`src/rtl/uart_autobaud.sv`:
```
// Auto-baud configurator: times a 0x55 sync character on rxd and emits one
// receiver/transmitter configuration word on an AXI-Stream master.
module uart_autobaud #(
  parameter int unsigned PARITY         = 0,
  parameter int unsigned BYTE_SIZE      = 8,
  parameter int unsigned STOP_BITS      = 0,
  parameter int unsigned IDLE_CYCLES    = 64,
  parameter int unsigned TIMEOUT_CYCLES = 16777215,
  parameter int unsigned MIN_PRESCALER  = 4
) (
  input  logic        aclk,
  input  logic        areset,
  input  logic        start,
  input  logic        rxd,
  output logic [26:0] m_axis_config_tdata,
  output logic        m_axis_config_tvalid,
  input  logic        m_axis_config_tready,
  output logic        busy,
  output logic        done,
  output logic [2:0]  error,
  output logic [15:0] baud_prescaler
);

  localparam int unsigned CNT_W  = 20;
  localparam int unsigned P_W    = CNT_W + 1;
  localparam int unsigned TO_W   = 32;
  localparam int unsigned IDLE_W = (IDLE_CYCLES < 2) ? 1 : $clog2(IDLE_CYCLES + 1);
  localparam logic [CNT_W-1:0] CNT_MAX = '1;

  typedef enum logic [2:0] {
    S_IDLE,
    S_WAIT_IDLE,
    S_WAIT_START,
    S_MEASURE,
    S_CHECK,
    S_SEND
  } state_t;

  state_t                 state, state_n;
  logic                   sync1, sync2, prev;
  logic                   fall, rise;
  logic [TO_W-1:0]        timeout_cnt, timeout_n;
  logic [IDLE_W-1:0]      idle_cnt, idle_n;
  logic [CNT_W-1:0]       period_cnt, period_n;
  logic [CNT_W-1:0]       interval_cnt, interval_n;
  logic [3:0][CNT_W-1:0]  ivl, ivl_n;
  logic [2:0]             fall_cnt, fall_n;
  logic                   rise_seen, rise_seen_n;
  logic [2:0]             error_n;
  logic [15:0]            presc_n;
  logic [26:0]            tdata_n;
  logic                   tvalid_n;
  logic                   timed, timeout_hit, pattern_bad, range_bad;
  logic [P_W-1:0]         p_wide;
  logic [CNT_W-1:0]       period_inc, interval_inc;

  function automatic logic [CNT_W-1:0] sat_inc(input logic [CNT_W-1:0] v);
    return (v == CNT_MAX) ? v : v + CNT_W'(1);
  endfunction

  function automatic logic [CNT_W-1:0] abs_diff(input logic [CNT_W-1:0] a,
                                                input logic [CNT_W-1:0] b);
    return (a >= b) ? a - b : b - a;
  endfunction

  // Two-stage synchroniser plus one history flop for edge detection
  always_ff @(posedge aclk or posedge areset) begin
    if (areset) begin
      sync1 <= 1'b1;
      sync2 <= 1'b1;
      prev  <= 1'b1;
    end else begin
      sync1 <= rxd;
      sync2 <= sync1;
      prev  <= sync2;
    end
  end

  assign fall = prev & ~sync2;
  assign rise = ~prev & sync2;

  assign period_inc   = sat_inc(period_cnt);
  assign interval_inc = sat_inc(interval_cnt);
  assign timed        = (state == S_WAIT_IDLE) || (state == S_WAIT_START) || (state == S_MEASURE);
  assign timeout_hit  = timed && (timeout_cnt >= TO_W'(TIMEOUT_CYCLES));
  assign p_wide       = (P_W'(period_cnt) + P_W'(4)) >> 3;
  assign range_bad    = (p_wide > P_W'(65535)) || (p_wide < P_W'(MIN_PRESCALER));

  // Intervals 2..4 must lie within a quarter of the reference interval
  always_comb begin
    pattern_bad = 1'b0;
    for (int k = 1; k < 4; k++) begin
      if (abs_diff(ivl[k], ivl[0]) > (ivl[0] >> 2)) pattern_bad = 1'b1;
    end
  end

  always_comb begin
    state_n     = state;
    timeout_n   = timeout_cnt;
    idle_n      = idle_cnt;
    period_n    = period_cnt;
    interval_n  = interval_cnt;
    ivl_n       = ivl;
    fall_n      = fall_cnt;
    rise_seen_n = rise_seen;
    error_n     = error;
    presc_n     = baud_prescaler;
    tdata_n     = m_axis_config_tdata;
    tvalid_n    = m_axis_config_tvalid;
    done        = 1'b0;

    if (timed) timeout_n = timeout_cnt + TO_W'(1);

    case (state)
      S_IDLE: begin
        if (start) begin
          error_n   = 3'b000;
          timeout_n = '0;
          idle_n    = '0;
          state_n   = S_WAIT_IDLE;
        end
      end
      S_WAIT_IDLE: begin
        if (timeout_hit) begin
          error_n[2] = 1'b1;
          state_n    = S_IDLE;
        end else if (!sync2) begin
          idle_n = '0;
        end else if ((32'(idle_cnt) + 32'd1) >= IDLE_CYCLES) begin
          state_n = S_WAIT_START;
        end else begin
          idle_n = idle_cnt + IDLE_W'(1);
        end
      end
      S_WAIT_START: begin
        if (timeout_hit) begin
          error_n[2] = 1'b1;
          state_n    = S_IDLE;
        end else if (fall) begin
          period_n    = '0;
          interval_n  = '0;
          fall_n      = 3'd1;
          rise_seen_n = 1'b0;
          state_n     = S_MEASURE;
        end
      end
      S_MEASURE: begin
        period_n   = period_inc;
        interval_n = interval_inc;
        if (timeout_hit) begin
          error_n[2] = 1'b1;
          state_n    = S_IDLE;
        end else if (rise) begin
          if (rise_seen) begin
            error_n[0] = 1'b1;
            state_n    = S_IDLE;
          end else begin
            rise_seen_n = 1'b1;
          end
        end else if (fall) begin
          if (!rise_seen) begin
            error_n[0] = 1'b1;
            state_n    = S_IDLE;
          end else begin
            // latched value counts the current cycle, so it equals the edge spacing
            ivl_n[2'(fall_cnt - 3'd1)] = interval_inc;
            interval_n  = '0;
            fall_n      = 3'(fall_cnt + 3'd1);
            rise_seen_n = 1'b0;
            if (fall_cnt == 3'd4) state_n = S_CHECK;
          end
        end
      end
      S_CHECK: begin
        if (pattern_bad) begin
          error_n[0] = 1'b1;
          state_n    = S_IDLE;
        end else if (range_bad) begin
          error_n[1] = 1'b1;
          state_n    = S_IDLE;
        end else begin
          presc_n  = p_wide[15:0];
          tdata_n  = {2'b00, 1'b1, 1'(STOP_BITS), 4'(BYTE_SIZE), 3'(PARITY), p_wide[15:0]};
          tvalid_n = 1'b1;
          state_n  = S_SEND;
        end
      end
      S_SEND: begin
        if (m_axis_config_tready) begin
          tvalid_n = 1'b0;
          done     = 1'b1;
          state_n  = S_IDLE;
        end
      end
      default: state_n = S_IDLE;
    endcase
  end

  always_ff @(posedge aclk or posedge areset) begin
    if (areset) begin
      state                <= S_IDLE;
      timeout_cnt          <= '0;
      idle_cnt             <= '0;
      period_cnt           <= '0;
      interval_cnt         <= '0;
      ivl                  <= '0;
      fall_cnt             <= '0;
      rise_seen            <= 1'b0;
      error                <= '0;
      baud_prescaler       <= '0;
      m_axis_config_tdata  <= '0;
      m_axis_config_tvalid <= 1'b0;
      busy                 <= 1'b0;
    end else begin
      state                <= state_n;
      timeout_cnt          <= timeout_n;
      idle_cnt             <= idle_n;
      period_cnt           <= period_n;
      interval_cnt         <= interval_n;
      ivl                  <= ivl_n;
      fall_cnt             <= fall_n;
      rise_seen            <= rise_seen_n;
      error                <= error_n;
      baud_prescaler       <= presc_n;
      m_axis_config_tdata  <= tdata_n;
      m_axis_config_tvalid <= tvalid_n;
      busy                 <= (state_n != S_IDLE);
    end
  end

endmodule

```
`config.mk`:
```
export PLATFORM = sky130hd
export DESIGN_NAME = uart_autobaud
export DESIGN_NICKNAME = d
export VERILOG_FILES = /design/src/rtl/uart_autobaud.sv
export SDC_FILE = /design/constraint.sdc
export NUM_CORES = 1
export LEC_CHECK = 0
export BUFFER_PORTS_ARGS = -buffer_cell sky130_fd_sc_hd__buf_4
export CAP_MARGIN = 10
export CORE_ASPECT_RATIO = 0.75
export CORE_MARGIN = 2
export CORE_UTILIZATION = 60
export DETAILED_ROUTE_END_ITERATION = 16
export PLACE_DENSITY_LB_ADDON = 0.1
export RECOVER_POWER = 100
export SLEW_MARGIN = 20
export SYNTH_ARGS = -nofsm -noshare
export SYNTH_HDL_FRONTEND = slang
export SYNTH_SLANG_ARGS = --single-unit
```
`constraint.sdc`:
```
create_clock -name aclk -period 15.5 [get_ports aclk]
set_input_delay 3.1 -clock aclk [delete_from_list [all_inputs] [get_ports aclk]]
set_output_delay 3.1 -clock aclk [all_outputs]
set_load 0.05 [all_outputs]
```
=== After elaboration in Yosys (flattened, before gate mapping) ===
Index checks and enable logic that the tools add are counted.

* Output and inout bits: 49
* Bits of input ports: 5
* Register bits: 207
* Logic and storage cells: 181

* Reduce and logical (&&, ||, !) cells: 25
* Bitwise operators: 8
* Equality and inequality tests: 27
* Muxes and demuxes: 74
* Add/sub/neg operators: 14
* Order comparisons: 12

{| class="wikitable"
|+ Operators with widths
! kind !! count
|-
| 20-bit two-way mux || 12
|-
| 20-bit subtractor || 6
|-
| 32-bit two-way mux || 3
|-
| 80-bit bitwise mux || 1
|-
| 20-bit one-hot mux with 2 select lines || 2
|-
| 3-bit two-way mux || 22
|-
| 20-bit greater-or-equal comparator || 3
|-
| 20-bit by 18-bit > comparator with 1-bit output || 3
|-
| 20-bit by 1-bit adder with 20-bit output, second input constant || 2
|-
| 20-bit demux with 2-bit select || 1
|-
| 20-bit == test, second input constant || 2
|-
| 32-bit by 1-bit adder with 32-bit output, second input constant || 1
|-
| 32-bit by 24-bit greater-or-equal comparator with 1-bit output, second input constant || 1
|-
| 7-bit two-way mux || 4
|-
| 2-bit != test, second input constant || 14
|-
| 20-bit by 3-bit adder with 21-bit output, second input constant || 1
|-
| 1-bit two-way mux || 21
|-
| 18-bit by 16-bit > comparator with 1-bit output, second input constant || 1
|-
| 18-bit by 3-bit less-than comparator with 1-bit output, second input constant || 1
|-
| 3-bit one-hot mux with 6 select lines || 1
|-
| 4-bit AND reduction || 4
|-
| 7-bit one-hot mux with 2 select lines || 1
|-
| 7-bit AND reduction || 2
|-
| 3-bit != test, second input constant || 4
|-
| other kinds (24) || 47
|}

=== Logic depth before layout (Yosys ltp) ===
Gate-level depths: netlist of the first run.

* Depth after elaboration: 9
* Depth in mapped cells: 27
* Gate-level depth less buffers: 23

=== Worst setup path after synthesis of the first run ===
No wires, ideal clock.

* Path kind: input to output
* Start: in m_axis_config_tready
* End: out done
* Required time: 12.400 ns
* Arrival: 3.560 ns
* Buffers on the path: 0
* Path slack: 8.840 ns
* Stages on the path: 1
* Path through: and3_1

* Cells in the longest elaborated chain, start to end: 2

{| class="wikitable"
|+ Ends and longest elaborated chain
! what !! RTL line !! text
|-
| start: declaration || 17 || <nowiki>input logic m_axis_config_tready,</nowiki>
|-
| 1-bit two-way mux || 189 || <nowiki>if (m_axis_config_tready) begin</nowiki>
|-
| 1-bit two-way mux || 114 || <nowiki>case (state)</nowiki>
|-
| end: declaration || 19 || <nowiki>output logic done,</nowiki>
|}

No other way between the ends.

==> run summary, run 1 <==
Run status - complete, but fails checks
Failing checks - max-capacitance violations, max-slew violations
Number of buffers created by CTS - 17
Total wire length after detailed routing - 48000 µm
Layout area overhead - 3.71%
Endpoints failing setup - 0
Tot GR Track Use - 33.8%
1st-pass router iterations - 6
DP HPWL - 37400 µm
Clock Sinks - 191
Fin crit share - 61.4%
CTS HTree Levels - 4
Reg2reg end - baud_prescaler[11]
Class of the worst hold path - flop to flop
Port bufs - 44
VDD IR max - 0.0835 mV
Max Cap Viol - 6
WHS Path Cells - 0
Vias per inst - 6.28
Clock Tree Buf Depth - 2
Antenna Violating Nets Remaining - 0
Post-synth top area cell - dfrtp_1
Top FF cell, synth - dfrtp_1
Die Y - 146 µm
Synthesized instance count - 1943
Min cycle time layout - 9520 ps
Crit path kind - input pin to async pin
DIE WIDTH - 194 µm
Area of the core - 26700 µm²
Worst slew pin tran - 5160 ps
Reg2reg path depth - 22
Post-synth cell types - 80
Num ports - 54
Most frequent cells in the layout - a21oi_1 (192), dfrtp_1 (188), ha_1 (182), nand2_1 (167), nor2_1 (161)
Area share of the largest cell type after synthesis - 29.1%
Max FO, Critical Path - 116
Clock Pin Slew Worst Setup and Hold Paths - 80 ps
Worst endpoint required time - 15120 ps
Root Driver - clkbuf_16
Max transition margin - -246%
Reg2Reg Setup Slack - 7750 ps
P_leak - 7.91 nW
Hold EP - sync2
Pins Over Slew Limit - 334
HP Start - sync1
WL/cell - 21.1 µm
Initial Util - 60.5%
CP arrival - 9140 ps
Seq cells post-synth - 191
RSZ-0062 raised after global routing - no
PostCTS Resize Cnt - 0
F_max - 105 MHz
Clk_lat worst skew - 450 ps
Largest net degree at the start of global routing - 117
Seq/Total Area, Yosys - 29.6%
TNS Setup - 0 ps
Initial antenna violation count - 0
Power density cells - 63.2 nW/µm²
Yosys Warn Count - 0
Post-synthesis cell area - 16200 µm²
Drc violations - 0
Ys async rst share - 100%
Antenna Cells - 0
Reg2reg start - ivl[1]
Seq. cell area - 4780 µm²
EDFF count, synth - 0
Iteration-0 DRC Markers - 1433
Critical Path Source Type - input pin
Filler cell count in the final layout - 2392
Synth top area cells - dfrtp_1 (29%), ha_1 (14%), a21oi_1 (5.9%)
Area of the multi-input gates - 10200 µm²
Commonest non-fill, non-tap cell in the layout - a21oi_1
Post-CTS setup buffers - 0
Vias - 14300
CTS tree - done
Share of cells above drive strength 1 - 4.17%
Number of global-route vias before repair - 13400
Hold buffers post-CTS - 0
Grt total ovfl - 0
Final hold vios - 0
Full die area - 28300 µm²
Rows - 52
CP Capture Type - async pin
Finished Core Util - 62.7%
First-pass GRT wire length - 74400 µm
Post-route clock skew - 22.7 ps
Nets - 2100
RePlAce Congestion - 0.993
Mean area per synthesized cell - 8.33 µm²
-- routing by layer --
metal / part of all wire (%) / routed length [µm] / vias up / track usage, %
met4: 1.6 / 746 / 0 / 7.82
met5: 0 / 0 / - / 0
li1: - / - / 6776 / -
met1: 47 / 22500 / 6841 / 49.1
met2: 39 / 18700 / 597 / 45.4
met3: 13 / 6040 / 50 / 15.1
-- how the worst max path moves through the flow --
| stage | start | slack, ps | end |
|---|---|---|---|
| finish | areset | 5980 | baud_prescaler[14] |
| global route | areset | 4400 | baud_prescaler[14] |
| CTS | ivl[1] | 8310 | baud_prescaler[11] |
| detailed placement | ivl[1] | 8330 | baud_prescaler[11] |
| global placement | ivl[1] | 8550 | baud_prescaler[9] |
| floorplan | areset | 7210 | baud_prescaler[0] |
-- cell usage after synthesis (all sizes together) (11+ instances only) --
library cell / count
a211oi: 17
a21o: 32
a21oi: 194
a221oi: 11
a31oi: 18
and2: 17
and3: 26
and4: 18
buf: 82
clkbuf: 36
dfrtp: 188
ha: 182
inv: 129
mux2: 28
mux2i: 26
nand2: 167
nand2b: 12
nand3: 69
nand4: 47
nor2: 161
nor2b: 24
nor3: 24
nor4: 11
o211ai: 15
o21a: 16
o21ai: 162
o21bai: 12
or3: 12
xnor2: 64
xor2: 58
-- power breakdown --
group | switching, W | internal (W)
clock | 0.000230 | 0.000218
combinational | 0.0000621 | 0.0000230
sequential | 0.0000145 | 0.000512
total | 0.000307 | 0.000754
-- worst max-delay path: stages --
cell and delay (ps):
clkbuf_4 110, clkinvlp_2 2860, clkbuf_1 2950
-- metrics by stage --
step | setup slack [ps] | instance area, µm² | power [W] | cells | hold WS, ps
floorplan | 7210 | 16200 | 0.000602 | 1951 | 345
finish | 5980 | 16800 | 0.00106 | 2271 | 363
global placement | 8550 | 16400 | 0.000622 | 2239 | 346
global route | 4400 | 16800 | 0.00110 | 2271 | 371
detailed placement | 8330 | 16400 | 0.000625 | 2239 | 347
CTS | 8310 | 17000 | 0.00108 | 2271 | 359
-- cell type report --
cell class	count	area share, %
multi-input cells	1513	61.0
flip-flops and latches	191	28.5
well taps	351	2.62
inverters	129	2.89
clock inverters	14	0.992
clock buffers	18	2.56
repair buffers	55	1.41
-- logic make-up (layout without fill, tap and decap cells) --
kind of cell	count (synthesis)	count (layout)	share of synthesized area [%]
XOR/XNOR	122	122	6.60
multiplexers	54	54	3.79
AND/OR/NAND/NOR	604	604	18.1
flip-flops	191	191	29.6
other	1	9	0.0232
buffers and inverters	247	216	7.01
adder cells (fa/ha/maj)	188	188	14.8
AO/OA/AOI/OAI	536	536	20.1
-- state kept, by name (all words and copies together), names as in the netlist --
| register | count |
|---|---|
| sync2 | 1 |
| ivl | 80 |
| timeout_cnt | 32 |
| m_axis_config_tdata | 2 |
| error | 3 |
| idle_cnt | 7 |
| fall_cnt | 3 |
| prev | 1 |
| m_axis_config_tvalid | 1 |
| busy | 1 |
| sync1 | 1 |
| baud_prescaler | 15 |
| rise_seen | 1 |
| period_cnt | 20 |
| interval_cnt | 20 |
| state | 3 |
Power figures use the tool's default switching activity.
==> run 2: changes to the inputs <==
CORE_UTILIZATION = 58   (was 60)
clock period = 8.7 ns   (was 15.5 ns; I/O delays follow)
==> run summary, run 2 (same netlist as run 1, synthesis figures left out) <==
Antenna Cells - 0
Largest stage delay, worst path - 810 ps
TNS Setup - 0 ps
Rows - 52
Largest Register - ivl
CP max-delay cell - and4_1
Full die area - 29300 µm²
Failing checks - max-capacitance violations, max-slew violations
Post-route clock skew - 22.1 ps
Number of global-route vias before repair - 13200
DIE WIDTH - 197 µm
CTS tree - done
RePlAce Congestion - 0.967
Endpoints failing setup - 0
Class of the worst hold path - flop to flop
Iteration-0 DRC Markers - 1279
Post-CTS setup buffers - 0
Reg2Reg Setup Slack - 1140 ps
Max Cap Viol - 4
Tot GR Track Use - 33.2%
Setup WS post-layout - 1140 ps
Fin crit share - 86.9%
Critical path cell sequence - inv_1 > fa_1 > a21o_1 > a21oi_1 > a2111oi_2 > o311a_1 > nor2_1 > buf_4 > nor2b_1 > a221o_1 > a221oi_1 > xnor2_1 > ha_1 > o21ai_0 > nor2_1 > a2111oi_0 > o211ai_1 > o221ai_1 > nand4_1 > nor4_1 > and4_1 > mux2_2
Largest net degree at the start of global routing - 115
Worst path bufs/invs - 2
Pins Over Slew Limit - 268
Power density cells - 114 nW/µm²
Clock Sinks - 191
DP HPWL - 37700 µm
Clock Pin Slew Worst Setup and Hold Paths - 90 ps
Grt total ovfl - 0
Most frequent cells in the layout - a21oi_1 (192), dfrtp_1 (188), ha_1 (182), nand2_1 (167), nor2_1 (161)
PostCTS Resize Cnt - 0
Root Driver - clkbuf_16
Num ports - 54
Initial antenna violation count - 0
Layout area overhead - 3.93%
CP arrival - 7890 ps
Drc violations - 0
1st-pass router iterations - 6
Commonest non-fill, non-tap cell in the layout - a21oi_1
Share of cells above drive strength 1 - 4.32%
Worst endpoint required time - 9040 ps
Area of the multi-input gates - 10300 µm²
RSZ-0062 raised after global routing - no
Largest register FFs - 80
Max FO, Critical Path - 17
First-pass GRT wire length - 74400 µm
Vias per inst - 6.23
CP Capture Type - flop
Port bufs - 44
Area of the core - 27200 µm²
F_max - 132 MHz
Run status - complete, but fails checks
Crit path kind - flop to flop
Seq. cell area - 4780 µm²
VDD IR max - 0.162 mV
Max transition margin - -228%
P_leak - 7.94 nW
WL/cell - 21.0 µm
Final hold vios - 0
CTS HTree Levels - 4
Filler cell count in the final layout - 2469
Vias - 14200
Clk_lat worst skew - 460 ps
Min cycle time layout - 7560 ps
Largest regs - ivl x80, timeout_cnt x32
Dpl ws - 1390 ps
Hold buffers post-CTS - 0
Total wire length after detailed routing - 47700 µm
Antenna Violating Nets Remaining - 0
Clock Tree Buf Depth - 2
Initial Util - 59.5%
Number of buffers created by CTS - 17
Die Y - 149 µm
Most frequent CP cell - nor2_1
Critical Path Source Type - flop
Delay-heaviest family, CP - compound AO/OA/AOI/OAI gates
Nets - 2100
Worst slew pin tran - 4890 ps
[run 2: worst paths after layout]
kind,cells after the start,to,start
worst min register to register,0,sync2,sync1
worst max register to register,22,baud_prescaler[13],ivl[1]
worst min-delay path,0,sync2,sync1
max in group asynchronous,3,ivl[62],areset
worst max-delay path,22,baud_prescaler[13],ivl[1]
min in group asynchronous,2,timeout_cnt[11],areset
[run 2: area by class of cell]
type,count,area share [%]
clock buffers,18,2.55
clock inverters,14,1.09
inverters,129,2.89
multi-input cells,1513,61.0
flip-flops and latches,191,28.4
well taps,351,2.61
repair buffers,55,1.41
[run 2: routing by layer]
layer / GRT usage, % / vias to the layer above / routed length [µm]
li1: - / 6760 / -
met4: 6.35 / 0 / 607
met5: 0 / - / 0
met3: 11.4 / 45 / 5090
met2: 45.8 / 508 / 19000
met1: 50.0 / 6843 / 23100
[run 2: power by group]
| group | switching, W | internal [W] | total (W) | leakage (nW) |
|---|---|---|---|---|
| Sequential | 0.0000271 | 0.000913 | 0.000940 | 2.64 |
| Combinational | 0.000107 | 0.0000403 | 0.000148 | 5.01 |
| Clock | 0.000431 | 0.000394 | 0.000825 | 0.294 |
[run 2: worst reg2reg max path, stage by stage, from the launching register on]
cell and delay [ps]:
dfrtp_1 630, inv_1 350, fa_1 520, a21o_1 190
a21oi_1 390, a2111oi_2 170, o311a_1 420, nor2_1 390
buf_4 330, nor2b_1 70, a221o_1 300, a221oi_1 330
xnor2_1 220, ha_1 300, o21ai_0 70, nor2_1 60
a2111oi_0 500, o211ai_1 170, o221ai_1 200, nand4_1 170
nor4_1 420, and4_1 810, mux2_2 430
[run 2: through the flow]
step | instances | utilization (%) | cell area (µm²) | hold WS [ps] | power (W)
after global routing | 2271 | 61.8 | 16800 | 359 | 0.00198
after global placement | 2239 | 60.4 | 16400 | 347 | 0.00111
after detailed placement | 2239 | 60.4 | 16400 | 348 | 0.00111
after CTS | 2271 | 62.7 | 17000 | 350 | 0.00193
after floorplan | 1951 | - | 16200 | 345 | 0.00107
final | 2271 | 61.8 | 16800 | 352 | 0.00191
